--- config.mk ---
export PLATFORM = sky130hd
export DESIGN_NAME = multi_clk_adder_lanes
export DESIGN_NICKNAME = d
export VERILOG_FILES = /design/src/rtl/multi_clk_adder_lanes_pkg.sv /design/src/rtl/multi_clk_adder_lanes_lane_sum.sv /design/src/rtl/multi_clk_adder_lanes.sv
export SDC_FILE = /design/constraint.sdc
export NUM_CORES = 1
export LEC_CHECK = 0
export CAP_MARGIN = 5
export CORE_MARGIN = 2
export CORE_UTILIZATION = 25
export CTS_CLUSTER_SIZE = 14
export DETAILED_ROUTE_END_ITERATION = 8
export DONT_BUFFER_PORTS = 1
export PLACE_DENSITY = 0.47
export SLEW_MARGIN = 15
export SYNTH_ARGS = -nofsm -noshare
export SYNTH_HDL_FRONTEND = slang
export SYNTH_SLANG_ARGS = --single-unit
--- constraint.sdc ---
create_clock -name clk -period 10.55 [get_ports clk]
set_input_delay 2.11 -clock clk [delete_from_list [all_inputs] [get_ports clk]]
set_output_delay 2.11 -clock clk [all_outputs]
set_load 0.1 [all_outputs]
--- src/rtl/multi_clk_adder_lanes_pkg.sv ---
// Shared types and helpers for the multi-cycle lane adder.
// Holds the FSM state enum, beat-count and saturation helpers.
package multi_clk_adder_lanes_pkg;

  typedef enum logic [1:0] {
    MCA_IDLE   = 2'd0,
    MCA_ADDING = 2'd1,
    MCA_DONE   = 2'd2
  } state_mcal_e;

  // Widest accumulator the saturate helper can handle.
  localparam int MCA_MAX_W = 128;

  typedef struct packed {
    logic                 sat;
    logic [MCA_MAX_W-1:0] val;
  } mca_sat_t;

  function automatic int mca_num_beats(
    input int n,
    input int l
  );
    return (n + l - 1) / l;
  endfunction

  // v must already be sign-extended to MCA_MAX_W.
  function automatic mca_sat_t mca_saturate(
    input logic signed [MCA_MAX_W-1:0] v,
    input int                          acc_w,
    input int                          w_out
  );
    logic signed [MCA_MAX_W-1:0] hi;
    logic signed [MCA_MAX_W-1:0] lo;
    mca_sat_t r;
    hi = (MCA_MAX_W'(1) << (w_out - 1)) - MCA_MAX_W'(1);
    lo = ~hi;
    r.val = v;
    r.sat = 1'b0;
    if (w_out < acc_w) begin
      if (v > hi) begin
        r.val = hi;
        r.sat = 1'b1;
      end else if (v < lo) begin
        r.val = lo;
        r.sat = 1'b1;
      end
    end
    return r;
  endfunction

endpackage

--- src/rtl/multi_clk_adder_lanes_lane_sum.sv ---
// Combinational adder tree: sums LANES signed operands into ACC_W bits.
// Ports: vals (lane operands), mask (lane enables), sum (signed result).
module mca_lane_sum #(
  parameter int WIDTH_IN = 32,
  parameter int LANES    = 1,
  parameter int ACC_W    = 37
) (
  input  logic [LANES-1:0][WIDTH_IN-1:0] vals,
  input  logic [LANES-1:0]               mask,
  output logic signed [ACC_W-1:0]        sum
);

  always_comb begin
    logic signed [ACC_W-1:0] s;
    logic signed [ACC_W-1:0] ext;
    s = '0;
    for (int i = 0; i < LANES; i++) begin
      ext = {{(ACC_W-WIDTH_IN){vals[i][WIDTH_IN-1]}},
             vals[i]};
      if (mask[i]) begin
        s = s + ext;
      end
    end
    sum = s;
  end

endmodule

--- src/rtl/multi_clk_adder_lanes.sv ---
// Multi-cycle signed summation of NUM_OPERANDS values, LANES per beat.
// Ports: clk, resetn, enable, in_valid/in_ready/operands (job in),
//   out_valid/out_ready/res (result out), busy; sat_flag only when
//   MCA_SATURATE_EN is defined (clamp instead of wrap).
module multi_clk_adder_lanes
  import multi_clk_adder_lanes_pkg::*;
#(
  parameter int WIDTH_IN     = 32,
  parameter int WIDTH_OUT    = 32,
  parameter int NUM_OPERANDS = 16,
  parameter int LANES        = 1
) (
  input  logic                                 clk,
  input  logic                                 resetn,
  input  logic                                 enable,
  input  logic                                 in_valid,
  output logic                                 in_ready,
  input  logic [NUM_OPERANDS-1:0][WIDTH_IN-1:0] operands,
  output logic                                 out_valid,
  input  logic                                 out_ready,
  output logic signed [WIDTH_OUT-1:0]          res,
  output logic                                 busy
`ifdef MCA_SATURATE_EN
  ,
  output logic                                 sat_flag
`endif
);

  localparam int NUM_BEATS = mca_num_beats(NUM_OPERANDS, LANES);
  localparam int ACC_W     = WIDTH_IN + $clog2(NUM_OPERANDS) + 1;
  localparam int BW        = (NUM_BEATS > 1) ? $clog2(NUM_BEATS) : 1;
  localparam int PAD_N     = NUM_BEATS * LANES;
  localparam logic [BW-1:0] LAST = BW'(NUM_BEATS - 1);

  state_mcal_e state_q, state_d;

  logic [NUM_OPERANDS-1:0][WIDTH_IN-1:0] snap_q;
  logic signed [ACC_W-1:0]               acc_q;
  logic signed [ACC_W-1:0]               lane_sum;
  logic signed [ACC_W-1:0]               sum_fin;
  logic [BW-1:0]                         beat_q;
  logic                                  accept;
  logic                                  last_beat;
  logic [PAD_N*WIDTH_IN-1:0]             flat;
  logic [LANES-1:0][WIDTH_IN-1:0]        lane_vals;
  logic [LANES-1:0]                      lane_mask;
  logic signed [WIDTH_OUT-1:0]           res_next;
`ifdef MCA_SATURATE_EN
  logic                                  sat_next;
`endif

  assign in_ready  = (state_q == MCA_IDLE);
  assign busy      = (state_q != MCA_IDLE);
  assign out_valid = (state_q == MCA_DONE);
  assign accept    = enable & in_valid & in_ready;
  assign last_beat = (beat_q == LAST);

  // Zero-pad so the last beat can slice past NUM_OPERANDS safely.
  assign flat = (PAD_N*WIDTH_IN)'(snap_q);

  always_comb begin
    int base;
    base = int'(beat_q) * LANES;
    lane_vals = flat[base*WIDTH_IN +: LANES*WIDTH_IN];
    for (int i = 0; i < LANES; i++) begin
      lane_mask[i] = ((base + i) < NUM_OPERANDS);
    end
  end

  mca_lane_sum #(
    .WIDTH_IN (WIDTH_IN),
    .LANES    (LANES),
    .ACC_W    (ACC_W)
  ) u_lane_sum (
    .vals (lane_vals),
    .mask (lane_mask),
    .sum  (lane_sum)
  );

  assign sum_fin = acc_q + lane_sum;

`ifdef MCA_SATURATE_EN
  always_comb begin
    mca_sat_t s;
    s = mca_saturate(
      {{(MCA_MAX_W-ACC_W){sum_fin[ACC_W-1]}}, sum_fin},
      ACC_W, WIDTH_OUT);
    res_next = WIDTH_OUT'(s.val);
    sat_next = s.sat;
  end
`else
  assign res_next = sum_fin[WIDTH_OUT-1:0];
`endif

  always_comb begin
    state_d = state_q;
    unique case (state_q)
      MCA_IDLE: begin
        if (accept) state_d = MCA_ADDING;
      end
      MCA_ADDING: begin
        if (enable && last_beat) state_d = MCA_DONE;
      end
      MCA_DONE: begin
        if (enable && out_ready) state_d = MCA_IDLE;
      end
      default: state_d = MCA_IDLE;
    endcase
  end

  always_ff @(posedge clk or negedge resetn) begin
    if (!resetn) begin
      state_q <= MCA_IDLE;
    end else begin
      state_q <= state_d;
    end
  end

  always_ff @(posedge clk or negedge resetn) begin
    if (!resetn) begin
      snap_q <= '0;
      acc_q  <= '0;
      beat_q <= '0;
      res    <= '0;
`ifdef MCA_SATURATE_EN
      sat_flag <= 1'b0;
`endif
    end else if (enable) begin
      if (accept) begin
        snap_q <= operands;
        acc_q  <= '0;
        beat_q <= '0;
      end else if (state_q == MCA_ADDING) begin
        acc_q <= sum_fin;
        if (last_beat) begin
          beat_q <= '0;
          res    <= res_next;
`ifdef MCA_SATURATE_EN
          sat_flag <= sat_next;
`endif
        end else begin
          beat_q <= beat_q + BW'(1);
        end
      end
    end
  end

endmodule

; ---- Word-level counts from Yosys, hierarchy flattened
; Cells that the tools add are included.
[word_totals]
reg_bits = 587
output_inout_bits = 35
inputBits = 517
word_cells = 52
[op_classes]
bitwise_logic = 3
eq_ne = 6
reduce_logical = 9
shift = 1
magnitude_cmp = 1
muxes = 10
add_sub_neg = 2
[op_table]
columns = operator, n
row1 = $shiftx A512 B10 Y32, 1
row2 = $mux W37, 3
row3 = $add A37 B37 Y37, 1
row4 = $mux W4, 3
row5 = $mux W2, 3
row6 = $pmux W2 S3, 1
row7 = $lt A4 B5 Y1 const B, 1
row8 = $add A4 B1 Y4 const B, 1
row9 = $eq A4 B4 Y1 const B, 1
row10 = $ne A2 B1 Y1 const B, 2
row11 = $reduce_and A2 Y1, 2
row12 = $reduce_and A4 Y1, 1
row13 = $reduce_bool A2 Y1, 2
row14 = $reduce_and A3 Y1, 1
row15 = $and A1 B1 Y1, 2
row16 = $eq A2 B1 Y1 const B, 1
row17 = $eq A2 B2 Y1 const B, 1
row18 = $logic_and A1 B1 Y1, 2
row19 = $logic_not A2 Y1, 1
row20 = $ne A2 B2 Y1 const B, 1
row21 = $not A1 Y1, 1

; ---- Depth between registers and ports, before layout
; Gate-level depths: netlist (run 1).
[depth]
ltp_word = 5
ltp_mapped = 15
mapped_depth_nobuf = 12

; ---- Modules after synthesis
; Synthesis (run 1) repeated with hierarchy kept, for this count alone.
[unflattened]
hier_cells = 1794
area_unflattened_um2 = 27323.7
[by_module_without_submodules]
columns = mod, n_inst, cells_each, seq_area_each_um2, area_per_inst_um2
row1 = multi_clk_adder_lanes, 1, 1754, 14564.0, 27030.9
row2 = mca_lane_sum, 1, 40, 0.0, 292.8

; ---- Worst setup path before layout (run 1)
; OpenSTA, ideal clock, no wires.
[synth_path]
path_type = register -> output
start = register state_q[0]
end = output port out_valid
path_buffers = 0
path_stages_with_launch = 2
slack_ns = 6.683
required_time_ns = 8.440
arrival_ns = 1.757
path_cell_list = dfrtp_1 -> nor2b_1
[synth_between]
elab_chain_cells = 1
[synth_lines]
columns = element, line_no
row1 = from (decl), multi_clk_adder_lanes.sv:35  ; state_mcal_e state_q, state_d;
row2 = from (signal assigned), multi_clk_adder_lanes.sv:115  ; state_q <= state_d;
row3 = $eq A2 B2 Y1, multi_clk_adder_lanes.sv:54  ; assign out_valid = (state_q == MCA_DONE);
row4 = to (decl), multi_clk_adder_lanes.sv:19  ; output logic out_valid,
; Every way passes these cells.

; ---- Final worst setup path (run 1)
[layout_path]
start = register beat_q[0]
end = register res[29]
[layout_between]
elab_chain_cells = 3
word_cells_on_any_way = 6
classes_between = add/sub (1) / order compare (1) / eq/ne (1) / shift (1) / mux (1) / reduce/logical (1)
[layout_lines]
columns = element, line_no
row1 = from (decl), multi_clk_adder_lanes.sv:41  ; logic [BW-1:0] beat_q;
row2 = from (signal assigned), multi_clk_adder_lanes.sv:142  ; beat_q <= beat_q + BW'(1);
row3 = $shiftx A512 B10 Y32 or $lt A4 B5 Y1 (tied branches), "multi_clk_adder_lanes.sv:64, multi_clk_adder_lanes.sv:66"
row4 = $mux W37, multi_clk_adder_lanes_lane_sum.sv:20  ; if (mask[i]) begin
row5 = $add A37 B37 Y37, multi_clk_adder_lanes.sv:80  ; assign sum_fin = acc_q + lane_sum;
row6 = to (signal assigned), multi_clk_adder_lanes.sv:137  ; res <= res_next;
row7 = to (decl), multi_clk_adder_lanes.sv:21  ; output logic signed [WIDTH_OUT-1:0] res,
; Several ways; a longest one is shown, not always the timed one.
; A chain may end at the register's enable or synchronous reset.

==> results.cfg, run 1 <==
[global_route]
met2_usage_pct = 24.29
grt_pass1_vias = 16858
grt_usage_pct = 15.12
grtUsageMet1_pct = 17.59
grt_antenna_before_repair = 83
grtUsageMet3_pct = 7.165
grt_max_degree = 583
grt_pass1_wl_um = 122100
grt-ovfl-total = 0
grt_busiest_layer = met2

[setup_path]
endpoint_kind = register
critical_path_class = register to register
startpoint = beat_q[0]
cp.arrival_ns = 6.00
reg2reg_slack_ns = 5.04
crit_buf_inv = 2
crit_chain = buf_4 > buf_4 > mux4_2 > mux4_2 > ha_1 > a21oi_4 > o21ai_1 > a221o_1 > a221oi_1 > o21ai_1 > xor2_1 > mux2_2
crit_path_max_incr_delay_ns = 1.04
crit_slowest_cell = dfrtp_4
worst-path-max-fanout = 41
cp.required_ns = 11.05
r2r-start = beat_q[0]
cp-start-kind = register
critPathTopFamily = multiplexers

[drt]
drc_errors = 0
firstDrtPassIters = 5
via_count = 15486
wirelength_um = 84160
drt_iter0_markers = 809
ant_nets = 0
vias_per_cell = 4.783
wl_per_cell_um = 25.99

[power_and_ir_drop]
swShare_pct = 39.35
power_frac_seq_pct = 35.9
power_mw = 12.25
p_leak_nw = 12.92
internal_power_mw = 7.427
p_per_area_nw_per_um2 = 394.2
clock_power_share_pct = 20.9
pwr-share-comb_pct = 43.2
p_switching_mw = 4.819
ir_worst_vdd_v = 0.0001442

[logic_synthesis]
yosysSeqAreaShare_pct = 53.88
synth_area_um2 = 27030
ys_types = 57
synthArstFlopShare_pct = 100.0
synth_enable_flop_cells = 0
ys_ff_latch = 582
yosys_warnings = 0
syn_nets = 2307
synthFlopType = dfrtp_1
postSynthAreaPerCell_um2 = 15.38
syn_inst = 1757

[hold_path]
hold_path_class = register to register
hp-start = flat[235]

[timing]
fin_skew_ns = 0.03222
fmax_mhz = 181.6
tightest_slew_ns = 1.309
rsz0062_at_grt = false
maxSlewViolCount = 0
fin_crit_sh_pct = 52.20
worst_slack_ns = 5.043
period_minus_slack_ns = 5.507
finalSetupViolations = 0
finalHoldViolCount = 0
max-slew-margin-rel_pct = 12.72
tns_ns = 0

[place]
routabilityCongestion = 0.8094
io_buffers = 0
hpwl_um = 60790
place_ws_ns = 4.813

[layout]
synthToLayoutAreaGrowth_pct = 14.91
drive_above_1_share_pct = 37.45
nFillCells = 10781
fin_nets = 2288

[cts]
post-cts-setup-buffers = 0
cts_tree = done
hold_buffers = 0
cts_sinks = 582
cts_made_buffers = 74
clk_pin_slew_ns = 0.06
cts_resized = 0
insertion_delay_ns = 0.64
htree_num_levels = 3
cts_buffer_depth = 3
cts_root_buf = clkbuf_16

[floorplan]
ios = 552
initial_core_util_pct = 25.21
fp.dieArea_um2 = 110800
rows = 120
fp.dieW_um = 332.8
core_um2 = 107200
die_y_um = 332.8

[outcome]
status = complete, no violations

[run]
max_cap_violations = 0
## state kept, by name, indices dropped and copies added, names as in the netlist
name and count:
res 32, beat_q 4, state_q 2, acc_q 32, flat 512
## cells by family after synthesis
group           count (synthesis)  synth area share (%)
buf+inv                       123                 2.129
mux                           686                 35.19
simple gates                  154                 2.495
fa+ha+maj                      33                 1.555
xor+xnor                       31                 1.004
flops                         582                 53.88
compound gates                148                 3.745
## layer usage
metal / up-vias / wire, um
met5: - / 445
met4: 66 / 1987
met3: 182 / 8158
met2: 493 / 41100
met1: 8121 / 32470
li1: 6624 / -
## stage by stage
step           utilization, %  cells  hold WS (ns)  instance area, um2
4_1_cts                 28.81   3197        0.4835               30880
2_1_floorplan               -   1757        0.4524               27030
5_1_grt                 28.96   3231        0.4955               31040
3_3_place_gp            26.51   3062        0.4631               28420
6_report                28.98   3238        0.4781               31060
3_5_place_dp            26.51   3062        0.4714               28420
## cell usage after synthesis, drive strengths merged (15+ instances only)
library cell | n | area (um2)
ha | 32 | 400.4
clkbuf | 33 | 123.9
dfrtp | 582 | 14560
buf | 80 | 414.1
xor2 | 15 | 131.4
nand2 | 82 | 307.8
o21ai | 46 | 230.2
mux2 | 525 | 5912
a21oi | 38 | 216.5
mux4 | 159 | 3581
nor2 | 28 | 105.1
a22o | 22 | 192.7
xnor2 | 16 | 140.1
## final cells by class
cell class	instances	area (um2)	share of cell area, %
well taps	1403	1755	5.651
clock inverters	30	367.9	1.184
repair buffers	18	220.2	0.7089
diodes	38	95.09	0.3061
multi-input cells	1052	11910	38.35
inverters	10	37.54	0.1208
clock buffers	105	2098	6.755
flip-flops and latches	582	14580	46.93
## path summary, 6_finish.rpt
kind	endpoint	depth (start not counted)
worst max-delay path	res[29]	12
worst min-delay path	flat[235]	1
worst max register to register	res[29]	12
worst min register to register	flat[235]	1
max in group asynchronous	flat[334]	2
min in group asynchronous	flat[352]	0
## power groups by stage
| stage | Combinational (mW) | Sequential (mW) | Clock (mW) |
|---|---|---|---|
| after floorplan | 4.08 | 4.04 | 0 |
| after global placement | 5.24 | 4.41 | 0 |
| after detailed placement | 5.30 | 4.46 | 0 |
| after CTS | 5.33 | 4.42 | 2.65 |
| after global routing | 5.78 | 4.56 | 2.75 |
| final | 5.29 | 4.39 | 2.56 |
## cell usage in the layout (no fill, tap or decap), types with 6 or more instances in the layout
master and n:
clkbuf_8 13, nand4_1 8, mux2_1 164, and3_1 7
xnor2_1 16, clkbuf_16 74, nand2_1 82, o21ai_0 31
inv_1 9, o21ai_1 15, ha_1 32, clkinv_2 10
clkbuf_1 18, xor2_1 15, bufinv_16 6, buf_4 13
dfrtp_1 578, a21oi_1 35, diode_2 38, mux4_2 159
nor2_1 25, nand3_1 8, a22o_1 22, mux2_2 361
No activity file was read; power rests on OpenSTA's default activity.
==> inputs of run 2 (changes only) <==
==> constraint.sdc (replaced) <==
create_clock -name clk -period 5.4 [get_ports clk]
set_input_delay 1.08 -clock clk [delete_from_list [all_inputs] [get_ports clk]]
set_output_delay 1.08 -clock clk [all_outputs]
set_load 0.1 [all_outputs]
==> run 2 against run 1 <==
Against the previous run:
- global-route usage hardly changed
- sequential cell count unchanged
- die area did not move
- final cell count is 0.37% higher
- via count up 1.3%
- fmax rose by 20%
- clock-buffer cell count grew 1
- power is 96% higher
- hold slack worse by 0.31 ns
- routed wire length up 0.87%
==> results.cfg, run 2 (synthesized netlist as in run 1, its figures left out) <==
[outcome]
status = complete, no violations

[power_and_ir_drop]
p_leak_nw = 13.01
ir_worst_vdd_v = 0.0003379
p_per_area_nw_per_um2 = 767.1

[setup_path]
critical_path_class = register to register
crit_slowest_cell = dfrtp_4
cpMostUsedCell = mux4_2
endpoint_kind = register
crit_chain = buf_4 > mux4_2 > mux4_2 > ha_1 > nand3_1 > a21oi_1 > nor2_1 > o311ai_1 > a31oi_1 > xnor2_1 > mux2_2
cp-start-kind = register
critPathTopFamily = multiplexers
worst-path-max-fanout = 20
cp.arrival_ns = 5.12
crit_path_max_incr_delay_ns = 0.80
cp.required_ns = 5.92
crit_buf_inv = 1

[timing]
maxSlewViolCount = 0
fin_skew_ns = 0.01672
period_minus_slack_ns = 4.601
rsz0062_at_grt = false
hold_ws_ns = 0.1662
tightest_slew_ns = 1.108
max-slew-margin-rel_pct = 25.79
tns_ns = 0
finalHoldViolCount = 0
finalSetupViolations = 0
fmax_mhz = 217.3
fin_crit_sh_pct = 85.21

[cts]
cts_resized = 0
post-cts-setup-buffers = 0
cts_sinks = 582
hold_buffers = 0
cts_buffer_depth = 3
insertion_delay_ns = 0.63
cts_root_buf = clkbuf_16
htree_num_levels = 3
clk_pin_slew_ns = 0.05
cts_tree = done
cts_made_buffers = 73

[layout]
final_area_um2 = 31240
drive_above_1_share_pct = 37.96
synthToLayoutAreaGrowth_pct = 15.56
nFillCells = 10813
fin_nets = 2299
most-common-layout-cells = dfrtp_1 (578), mux2_2 (361), mux2_1 (164)
layout_commonest_cell = dfrtp_1
largest_reg_flops = 512
instances_no_fill = 3250
final_core_util_pct = 29.14

[global_route]
grt_usage_pct = 15.16
grt-ovfl-total = 0
grt_pass1_vias = 16896
grt_pass1_wl_um = 122200
grt_antenna_before_repair = 86
grt_max_degree = 583

[drt]
drt_iter0_markers = 828
firstDrtPassIters = 7
vias_per_cell = 4.825
ant_nets = 0
wirelength_um = 84900
wl_per_cell_um = 26.12
via_count = 15680
drc_errors = 0

[floorplan]
fp.dieArea_um2 = 110800
initial_core_util_pct = 25.21
rows = 120
fp.dieW_um = 332.8
die_y_um = 332.8
ios = 552
core_um2 = 107200

[place]
routabilityCongestion = 0.8348
placed_cell_area_um2 = 28600
io_buffers = 0
dp.cells = 3074
hpwl_um = 61910

[hold_path]
hold_path_class = input port to asynchronous set/reset pin

[run]
max_cap_violations = 0
-- run 2: layout make-up --
class | count | area (um2) | share of cell area [%]
Clock buffer | 106 | 2131 | 6.821
Inverter | 10 | 37.54 | 0.1202
Timing Repair Buffer | 30 | 410.4 | 1.314
Clock inverter | 27 | 320.3 | 1.025
Tap cell | 1403 | 1755 | 5.620
Antenna cell | 40 | 100.1 | 0.3204
Sequential cell | 582 | 14580 | 46.66
Multi-Input combinational cell | 1052 | 11910 | 38.12
-- run 2: report_power, final --
part / leakage, nW / switching [mW] / internal [mW]
Clock: 1.21 / 1.98 / 2.99
Combinational: 4.58 / 5.16 / 5.18
Sequential: 7.23 / 2.22 / 6.43
Total: 13.0 / 9.36 / 14.6
-- run 2: worst register-to-register path: stages, from the launching register on --
cell and delay (ns):
dfrtp_4 0.80, buf_4 0.44, mux4_2 0.57, mux4_2 0.54, ha_1 0.37, nand3_1 0.10
a21oi_1 0.20, nor2_1 0.14, o311ai_1 0.67, a31oi_1 0.22, xnor2_1 0.18, mux2_2 0.26
-- run 2: final timing paths --
check	slack [ns]	start	end	cells after the start
min reg2reg	0.48	flat[240]	flat[240]	1
max in group asynchronous	3.47	resetn	flat[80]	2
max reg2reg	0.80	beat_q[0]	res[26]	11
min	0.17	resetn	state_q[0]	0
min in group clk	0.48	flat[240]	flat[240]	1
max	0.80	beat_q[0]	res[26]	11
-- run 2: metal layers --
metal  vias to the layer above  GRT usage (%)  share of wire, %
met5                         -              0              0.41
met4                        56          5.998               2.9
met3                       195          6.903               9.4
met2                       529          24.12                48
met1                      8246          17.78                39
li1                       6654              -                 -
-- run 2: stage by stage --
step,power (mW),setup WS (ns)
CTS,24.27,0.6499
detailed placement,19.13,0.6691
finish,23.96,0.7985
global route,25.60,0.4346
global placement,18.90,0.6505
floorplan,15.86,1.593
